File: config.mk
export PLATFORM = sky130hd
export DESIGN_NAME = debug_pager_display
export DESIGN_NICKNAME = d
export VERILOG_FILES = /design/src/rtl/debug_pager_display.sv
export SDC_FILE = /design/constraint.sdc
export NUM_CORES = 1
export LEC_CHECK = 0
export CAP_MARGIN = 20
export CORE_MARGIN = 8
export CORE_UTILIZATION = 43
export DETAILED_ROUTE_END_ITERATION = 16
export PLACE_DENSITY_LB_ADDON = 0.25
export SLEW_MARGIN = 20
export SYNTH_ARGS = -nofsm -noshare
export SYNTH_HDL_FRONTEND = slang
export SYNTH_SLANG_ARGS = --single-unit
File: constraint.sdc
create_clock -name Clk -period 2.85 [get_ports Clk]
set_input_delay 0.57 -clock Clk [delete_from_list [all_inputs] [get_ports Clk]]
set_output_delay 0.57 -clock Clk [all_outputs]
set_load 0.02 [all_outputs]
File: src/rtl/debug_pager_display.sv
// Debugger display controller: pages a peeked register or memory word onto
// four hex digits and shows the current line number (PC / 4) as two decimal
// digits produced by a multi-cycle double-dabble converter.
module debug_pager_display #(
  parameter int DATA_W      = 32,
  parameter int AUTO_PERIOD = 0,
  parameter int LINE_MAX    = 99,
  localparam int NPAGES     = DATA_W / 16,
  localparam int PAGE_W     = (NPAGES > 1) ? $clog2(NPAGES) : 1
) (
  input  logic              Clk,
  input  logic              Rst,
  input  logic [9:0]        switches,
  input  logic              pageBtn,
  input  logic [DATA_W-1:0] regData,
  input  logic [DATA_W-1:0] memData,
  input  logic [31:0]       address,
  output logic [4:0]        regToPeek,
  output logic [31:0]       memToPeek,
  output logic [3:0]        ss0,
  output logic [3:0]        ss1,
  output logic [3:0]        ss2,
  output logic [3:0]        ss3,
  output logic [3:0]        ss4,
  output logic [3:0]        ss5,
  output logic [PAGE_W-1:0] page,
  output logic              bcdBusy
);

  localparam int TIMER_W = (AUTO_PERIOD > 1) ? $clog2(AUTO_PERIOD) : 1;
  localparam bit AUTO_EN = (AUTO_PERIOD > 0);
  localparam logic [TIMER_W-1:0] TIMER_LAST = TIMER_W'((AUTO_PERIOD > 0) ? AUTO_PERIOD - 1 : 0);
  localparam logic [PAGE_W-1:0]  PAGE_LAST  = PAGE_W'(NPAGES - 1);
  localparam logic [6:0]         LINE_SAT   = 7'(LINE_MAX);
  localparam logic [2:0]         LAST_ITER  = 3'd6;

  typedef enum logic [1:0] {
    ST_IDLE,
    ST_CONV,
    ST_WRITE
  } conv_state_e;

  // Paging state
  logic               btn_prev_q, btn_prev_d;
  logic               last_src_q, last_src_d;
  logic [TIMER_W-1:0] timer_q, timer_d;
  logic [PAGE_W-1:0]  page_q, page_d;
  logic               btn_edge;
  logic               timer_expire;
  logic               src_change;
  logic               advance;

  // Peek and hex display state
  logic [4:0]         reg_to_peek_q, reg_to_peek_d;
  logic [31:0]        mem_to_peek_q, mem_to_peek_d;
  logic [15:0]        disp_q, disp_d;
  logic [DATA_W-1:0]  sel_word;

  // Line number conversion state
  conv_state_e        state_q, state_d;
  logic [31:0]        last_addr_q, last_addr_d;
  logic [6:0]         v_q, v_d;
  logic [7:0]         bcd_q, bcd_d;
  logic [2:0]         cnt_q, cnt_d;
  logic [3:0]         ss4_q, ss4_d;
  logic [3:0]         ss5_q, ss5_d;
  logic               busy_q, busy_d;
  logic               addr_changed;
  logic [6:0]         line_sat;
  logic [7:0]         dd_adj;
  logic [7:0]         dd_bcd_next;
  logic [6:0]         dd_v_next;

  // Page selection: button rising edge or auto timer advances, a source flip restarts at page 0
  always_comb begin
    btn_edge     = pageBtn & ~btn_prev_q;
    timer_expire = AUTO_EN && (timer_q == TIMER_LAST);
    src_change   = (switches[9] != last_src_q);
    advance      = btn_edge | timer_expire;
    btn_prev_d   = pageBtn;
    last_src_d   = switches[9];
    timer_d      = timer_q;
    page_d       = page_q;
    if (!AUTO_EN) begin
      timer_d = '0;
    end else if (src_change || btn_edge || timer_expire) begin
      timer_d = '0;
    end else begin
      timer_d = timer_q + 1'b1;
    end
    if (src_change) begin
      page_d = '0;
    end else if (advance) begin
      page_d = (page_q == PAGE_LAST) ? '0 : page_q + 1'b1;
    end
  end

  // Paging registers
  always_ff @(posedge Clk or negedge Rst) begin
    if (!Rst) begin
      btn_prev_q <= 1'b0;
      last_src_q <= 1'b0;
      timer_q    <= '0;
      page_q     <= '0;
    end else begin
      btn_prev_q <= btn_prev_d;
      last_src_q <= last_src_d;
      timer_q    <= timer_d;
      page_q     <= page_d;
    end
  end

  // Forward the switch selections to the peek ports and pick the 16-bit slice shown on ss0..ss3
  always_comb begin
    reg_to_peek_d = switches[4:0];
    mem_to_peek_d = {23'b0, switches[8:0]};
    sel_word      = switches[9] ? memData : regData;
    disp_d        = sel_word[{page_q, 4'b0000} +: 16];
  end

  // Peek and hex display registers
  always_ff @(posedge Clk or negedge Rst) begin
    if (!Rst) begin
      reg_to_peek_q <= '0;
      mem_to_peek_q <= '0;
      disp_q        <= '0;
    end else begin
      reg_to_peek_q <= reg_to_peek_d;
      mem_to_peek_q <= mem_to_peek_d;
      disp_q        <= disp_d;
    end
  end

  // One double-dabble step: add 3 to any BCD digit of 5 or more, then shift {bcd, v} left
  always_comb begin
    dd_adj[3:0] = (bcd_q[3:0] >= 4'd5) ? bcd_q[3:0] + 4'd3 : bcd_q[3:0];
    dd_adj[7:4] = (bcd_q[7:4] >= 4'd5) ? bcd_q[7:4] + 4'd3 : bcd_q[7:4];
    dd_bcd_next = {dd_adj[6:0], v_q[6]};
    dd_v_next   = {v_q[5:0], 1'b0};
    line_sat    = (address[31:2] > 30'(LINE_MAX)) ? LINE_SAT : address[8:2];
  end

  // Line conversion FSM: latch a new address, iterate seven times, then publish both digits at once
  always_comb begin
    state_d      = state_q;
    last_addr_d  = last_addr_q;
    v_d          = v_q;
    bcd_d        = bcd_q;
    cnt_d        = cnt_q;
    ss4_d        = ss4_q;
    ss5_d        = ss5_q;
    addr_changed = (address != last_addr_q);
    case (state_q)
      ST_IDLE: begin
        if (addr_changed) begin
          last_addr_d = address;
          v_d         = line_sat;
          bcd_d       = '0;
          cnt_d       = '0;
          state_d     = ST_CONV;
        end
      end
      ST_CONV: begin
        if (addr_changed) begin
          last_addr_d = address;
          v_d         = line_sat;
          bcd_d       = '0;
          cnt_d       = '0;
        end else begin
          bcd_d = dd_bcd_next;
          v_d   = dd_v_next;
          if (cnt_q == LAST_ITER) begin
            state_d = ST_WRITE;
          end else begin
            cnt_d = cnt_q + 1'b1;
          end
        end
      end
      ST_WRITE: begin
        ss4_d   = bcd_q[3:0];
        ss5_d   = bcd_q[7:4];
        state_d = ST_IDLE;
      end
      default: begin
        state_d = ST_IDLE;
      end
    endcase
    busy_d = (state_d != ST_IDLE);
  end

  // Line conversion registers
  always_ff @(posedge Clk or negedge Rst) begin
    if (!Rst) begin
      state_q     <= ST_IDLE;
      last_addr_q <= '0;
      v_q         <= '0;
      bcd_q       <= '0;
      cnt_q       <= '0;
      ss4_q       <= '0;
      ss5_q       <= '0;
      busy_q      <= 1'b0;
    end else begin
      state_q     <= state_d;
      last_addr_q <= last_addr_d;
      v_q         <= v_d;
      bcd_q       <= bcd_d;
      cnt_q       <= cnt_d;
      ss4_q       <= ss4_d;
      ss5_q       <= ss5_d;
      busy_q      <= busy_d;
    end
  end

  assign regToPeek = reg_to_peek_q;
  assign memToPeek = mem_to_peek_q;
  assign ss0       = disp_q[3:0];
  assign ss1       = disp_q[7:4];
  assign ss2       = disp_q[11:8];
  assign ss3       = disp_q[15:12];
  assign ss4       = ss4_q;
  assign ss5       = ss5_q;
  assign page      = page_q;
  assign bcdBusy   = busy_q;

endmodule
Word level (Yosys, flattened, before mapping) --
Index checks and enable logic that the tools add are counted.
Cells by class: add/sub/neg operators 4, multiply operators 0, divide/modulo/power cells 0, magnitude comparators 3, eq/ne operators 7, shifts and indexed selects 1, muxes and demuxes 21, bitwise gates (word level) 2, reductions and logical operators 8
Operators by type and width (count):
- $mux W32 | 1
- $ne A32 B32 Y1 | 1
- $shiftx A32 B6 Y16 | 1
- $gt A30 B7 Y1 const B | 1
- $mux W7 | 3
- $mux W8 | 2
- $pmux W8 S2 | 1
- $pmux W7 S2 | 1
- $mux W3 | 4
- $ge A4 B3 Y1 const B | 2
- $mux W2 | 3
- $pmux W3 S2 | 1
- $reduce_bool A2 Y1 | 3
- $add A4 B2 Y4 const B | 1
- $mux W4 | 1
- $pmux W2 S2 | 1
- $reduce_and A2 Y1 | 2
- $add A3 B1 Y3 const B | 1
- $add A3 B2 Y3 const B | 1
- $eq A3 B3 Y1 const B | 1
- $mux W1 | 3
- $ne A3 B3 Y1 const B | 1
- $reduce_and A3 Y1 | 1
- $eq A2 B1 Y1 const B | 1
- other kinds (8) | 8
Storage, ports and cells: bits in registers 94, bits in latches 0, bits in writable memories 0, ROM bits 0, input port bits 109, output and inout bits 63, logic and storage cells 60, memories kept 0

Depth between registers and ports, before layout --
word-level depth 5, mapped depth 7, gate-level depth less buffers 7

Worst setup path after synthesis --
Ideal clock, no wire load.
path kind input port to flip-flop, from input address[19], to register v_q[1], arrival 2123 ps, path slack 606 ps, stages 6, buffers on the path 1, cells stage by stage xnor2_1 -> nand4_1 -> or4_1 -> buf_6 -> or4_1 -> o211a_1
On the way: longest elaborated chain between the ends 4, elaborated cells on any way between the ends 8, those cells by class 1 x order compare; 2 x eq/ne; 4 x mux; 1 x reduce/logical
Ends and longest elaborated chain:
- start: declaration | RTL line 17 | input logic [31:0] address,
- $gt A30 B7 Y1 | RTL line 140 | line_sat = (address[31:2] > 30'(LINE_MAX)) ? LINE_SAT : address[8:2];
- $mux W7 | RTL line 140
- $mux W7 (on tied branches) | RTL line 164, 155
- $pmux W7 S2 | RTL line 153 | case (state_q)
- end signal: assignment | RTL line 205 | v_q <= v_d;
- end: declaration | RTL line 62 | logic [6:0] v_q, v_d;
Several ways; a longest one is shown, not always the timed one. The select of a mux whose other input is x is not followed. A chain may end at the register's enable or synchronous reset.

Worst setup path after layout --
from input address[30], to register v_q[4]
The elaborated chain is that of the path after synthesis.

==> results.cfg <==
[run_status]
status = finished clean

[cells_and_area]
drive_above_1_share_pct = 17.32
nFillCells = 870
final_core_util_pct = 62.61
antenna_cells = 0
areaGrowthSynthToFinish_pct = 44.04
layout.cells.non_filler = 650
fin_nets = 625
design_area_sq_mm = 0.006319

[synthesis]
ys_ff_latch = 89
yosysTopAreaCellShare_pct = 50.77
synth_commonest_cells = dfrtp_1 (89), xnor2_1 (35), buf_4 (29)
ys.flop_type = dfrtp_1
syn_avg_cell_area_sq_um = 13.09
synth.cell_area_sq_mm = 0.004387
yosysWarnings = 0
synth_edf_count = 0
yosysUniqueCellTypes = 48
synthCells = 335
yosysTopAreaCell = dfrtp_1
async_reset_ff_share_pct = 100.0
yosysSeqAreaShare_pct = 50.77
netlist_top_cells_area = dfrtp_1 (51%), mux4_2 (8.2%), mux2_1 (7.2%)
synth_most_common_cell = dfrtp_1

[critical_path]
crit_buf_inv = 3
critPathLaunchType = primary input
cp_data_arrival_time_ps = 2870
crit_top_cell = buf_4
worstPathRequired_ps = 3140
crit_family = buffers and inverters
path_class = in -> reg
crit_path_max_incr_delay_ps = 640
critPathMaxFanout = 5
worst_setup_path_end_kind = flip-flop
path_cells = clkdlybuf4s50_1, xnor2_1, nand4_1, or4_1, buf_4, buf_4, o41ai_1, a221o_1
critPathSlowestCell = or4_1

[clock_tree]
numCtsBuffers = 9
cts_hold_buf = 0
cts.repair.resized = 0
insertion_delay_ps = 350
cts_setup_buffers = 0
cts_sinks = 89
htreeDepth = 3
cts_tree = yes
clock_path_buffers = 2
path_clk_slew_ps = 80
root_buffer = clkbuf_8

[sta]
finalSetupViolCount = 0
max_freq_mhz = 387.6
fin_crit_sh_pct = 90.52
finClkSkew_ps = 12.03
finalCriticalPeriod_ps = 2580
final_hold_viol_count = 0
rsz0062_at_grt = false
tns_ps = 0
slew_viol_final = 0

[global_routing]
grt_usage_pct = 17.39
gr-total-overflow = 0
grt_pass1_vias = 3607
grt_max_degree = 40
grt_pass1_wl_um = 18400
grt_antenna_before_repair = 0

[floorplan]
dieArea_sq_mm = 0.01369
die_y_um = 117.0
rows = 37
die_w_um = 117.0
core_area_sq_mm = 0.01009
start_util_pct = 43.47
io_pins = 172

[pwr]
cellPowerDensity_mw_per_mm2 = 429.0
ir_drop_v = 0.0002394
p_leak_nw = 2.560
finalPower_mw = 2.711

[worst_hold_path]
min_path_type = in -> async

[placed_design]
place_inst = 635
placed_area_sq_mm = 0.006142
dp_hpwl_um = 9022
gp_congestion = 0.8148
portBuffers = 148

[route]
dr_wl_met3_um = 843
drt-total-wl_um = 11080
avgRoutedWirePerCell_um = 17.05
routed.top_layer = met4
first_pass_iters = 4
wl_met1_um = 4312
dr.first_iter.drc_count = 156
met2_length_um = 5789
drc = 0
viasPerCell = 5.023
vias = 3265
postRouteAntennaNets = 0

[flow_run]
max_cap_viol_count = 0
-- layout make-up --
cell class | count | area (sq um) | area share, %
Clock inverter | 4 | 45.04 | 0.7129
Inverter | 16 | 60.06 | 0.9505
Clock buffer | 11 | 131.4 | 2.079
Sequential cell | 89 | 2227 | 35.25
Timing Repair Buffer | 183 | 1779 | 28.16
Tap cell | 136 | 170.2 | 2.693
Multi-Input combinational cell | 211 | 1906 | 30.16
-- power by group --
part           switching [mW]  internal [mW]
sequential             0.0264           1.32
combinational           0.230          0.314
clock                   0.419          0.397
-- final timing paths --
path,from,to,slack (ps),depth (start not counted)
worst max-delay path,address[30],v_q[4]$_DFFE_PN0P_,270,8
worst min-delay path,Rst,ss5[0]$_DFFE_PN0N_,190,1
worst max register to register,last_addr_q[30]$_DFFE_PN0P_,v_q[4]$_DFFE_PN0P_,550,7
worst min register to register,ss5[0]$_DFFE_PN0N_,ss5[0]$_DFFE_PN0N_,480,2
max in group asynchronous,Rst,disp_q[0]$_DFF_PN0_,2020,2
min in group Clk,ss5[0]$_DFFE_PN0N_,ss5[0]$_DFFE_PN0N_,480,2
-- worst reg2reg max path: stages, from the launching register on --
cell and delay, ps:
dfrtp_1 410, xnor2_1 220, nand4_1 170, or4_1 640
buf_4 200, buf_4 150, o41ai_1 280, a221o_1 170
-- stage by stage --
step | hold slack [ps] | worst slack, ps
2_1_floorplan | 274.4 | 606.3
3_3_place_gp | 464.6 | 19.18
3_5_place_dp | 471.2 | -82.26
4_1_cts | 189.4 | 302.1
5_1_grt | 202.0 | 174.7
6_report | 187.4 | 270.0
-- flip-flops by register name (all words and copies together) (netlist names) --
signal	cells
last_addr_q	32
disp_q	16
bcd_q	8
v_q	7
memToPeek	5
regToPeek	4
ss4	4
ss5	4
cnt_q	3
state_q	2
bcdBusy	1
btn_prev_q	1
last_src_q	1
page	1
-- logic make-up (layout without fill, tap and decap cells) --
family	count (synthesis)	in the layout	synth area share, %
mux	52	52	17.46
xor+xnor	36	36	7.188
compound gates	46	46	8.500
flops	89	89	50.77
fa+ha+maj	6	6	1.711
buf+inv	57	214	7.672
other cells	1	23	0.08549
simple gates	48	48	6.617
-- placed cells by master, fill, tap and decap left out, types with 2 or more instances in the layout --
cell type,Yosys,layout
conb_1,1,23
mux2_1,28,28
mux2_2,8,8
or4_1,4,4
a31oi_1,2,2
inv_1,15,15
a22o_2,5,5
a21oi_1,5,5
o2bb2ai_1,2,2
nand4_1,11,11
o41ai_1,3,3
clkbuf_8,0,9
nand2_1,14,14
buf_12,0,3
clkdlybuf4s50_1,0,147
a221o_1,2,2
a221oi_1,2,2
nor4_1,7,7
clkinv_2,0,3
clkbuf_1,5,2
xnor2_1,35,35
mux4_2,16,16
dfrtp_1,89,89
nand2b_1,3,3
nor4_2,2,2
buf_4,29,33
a31o_2,2,2
a32o_1,2,2
o21ai_0,11,11
ha_1,6,6
-- metal layers --
metal	global-route usage (%)	vias to the layer above
met5	0	-
met4	5.034	0
met3	6.208	12
met2	30.49	115
met1	19.50	1616
li1	-	1522
(Power assumes the default switching activity.)
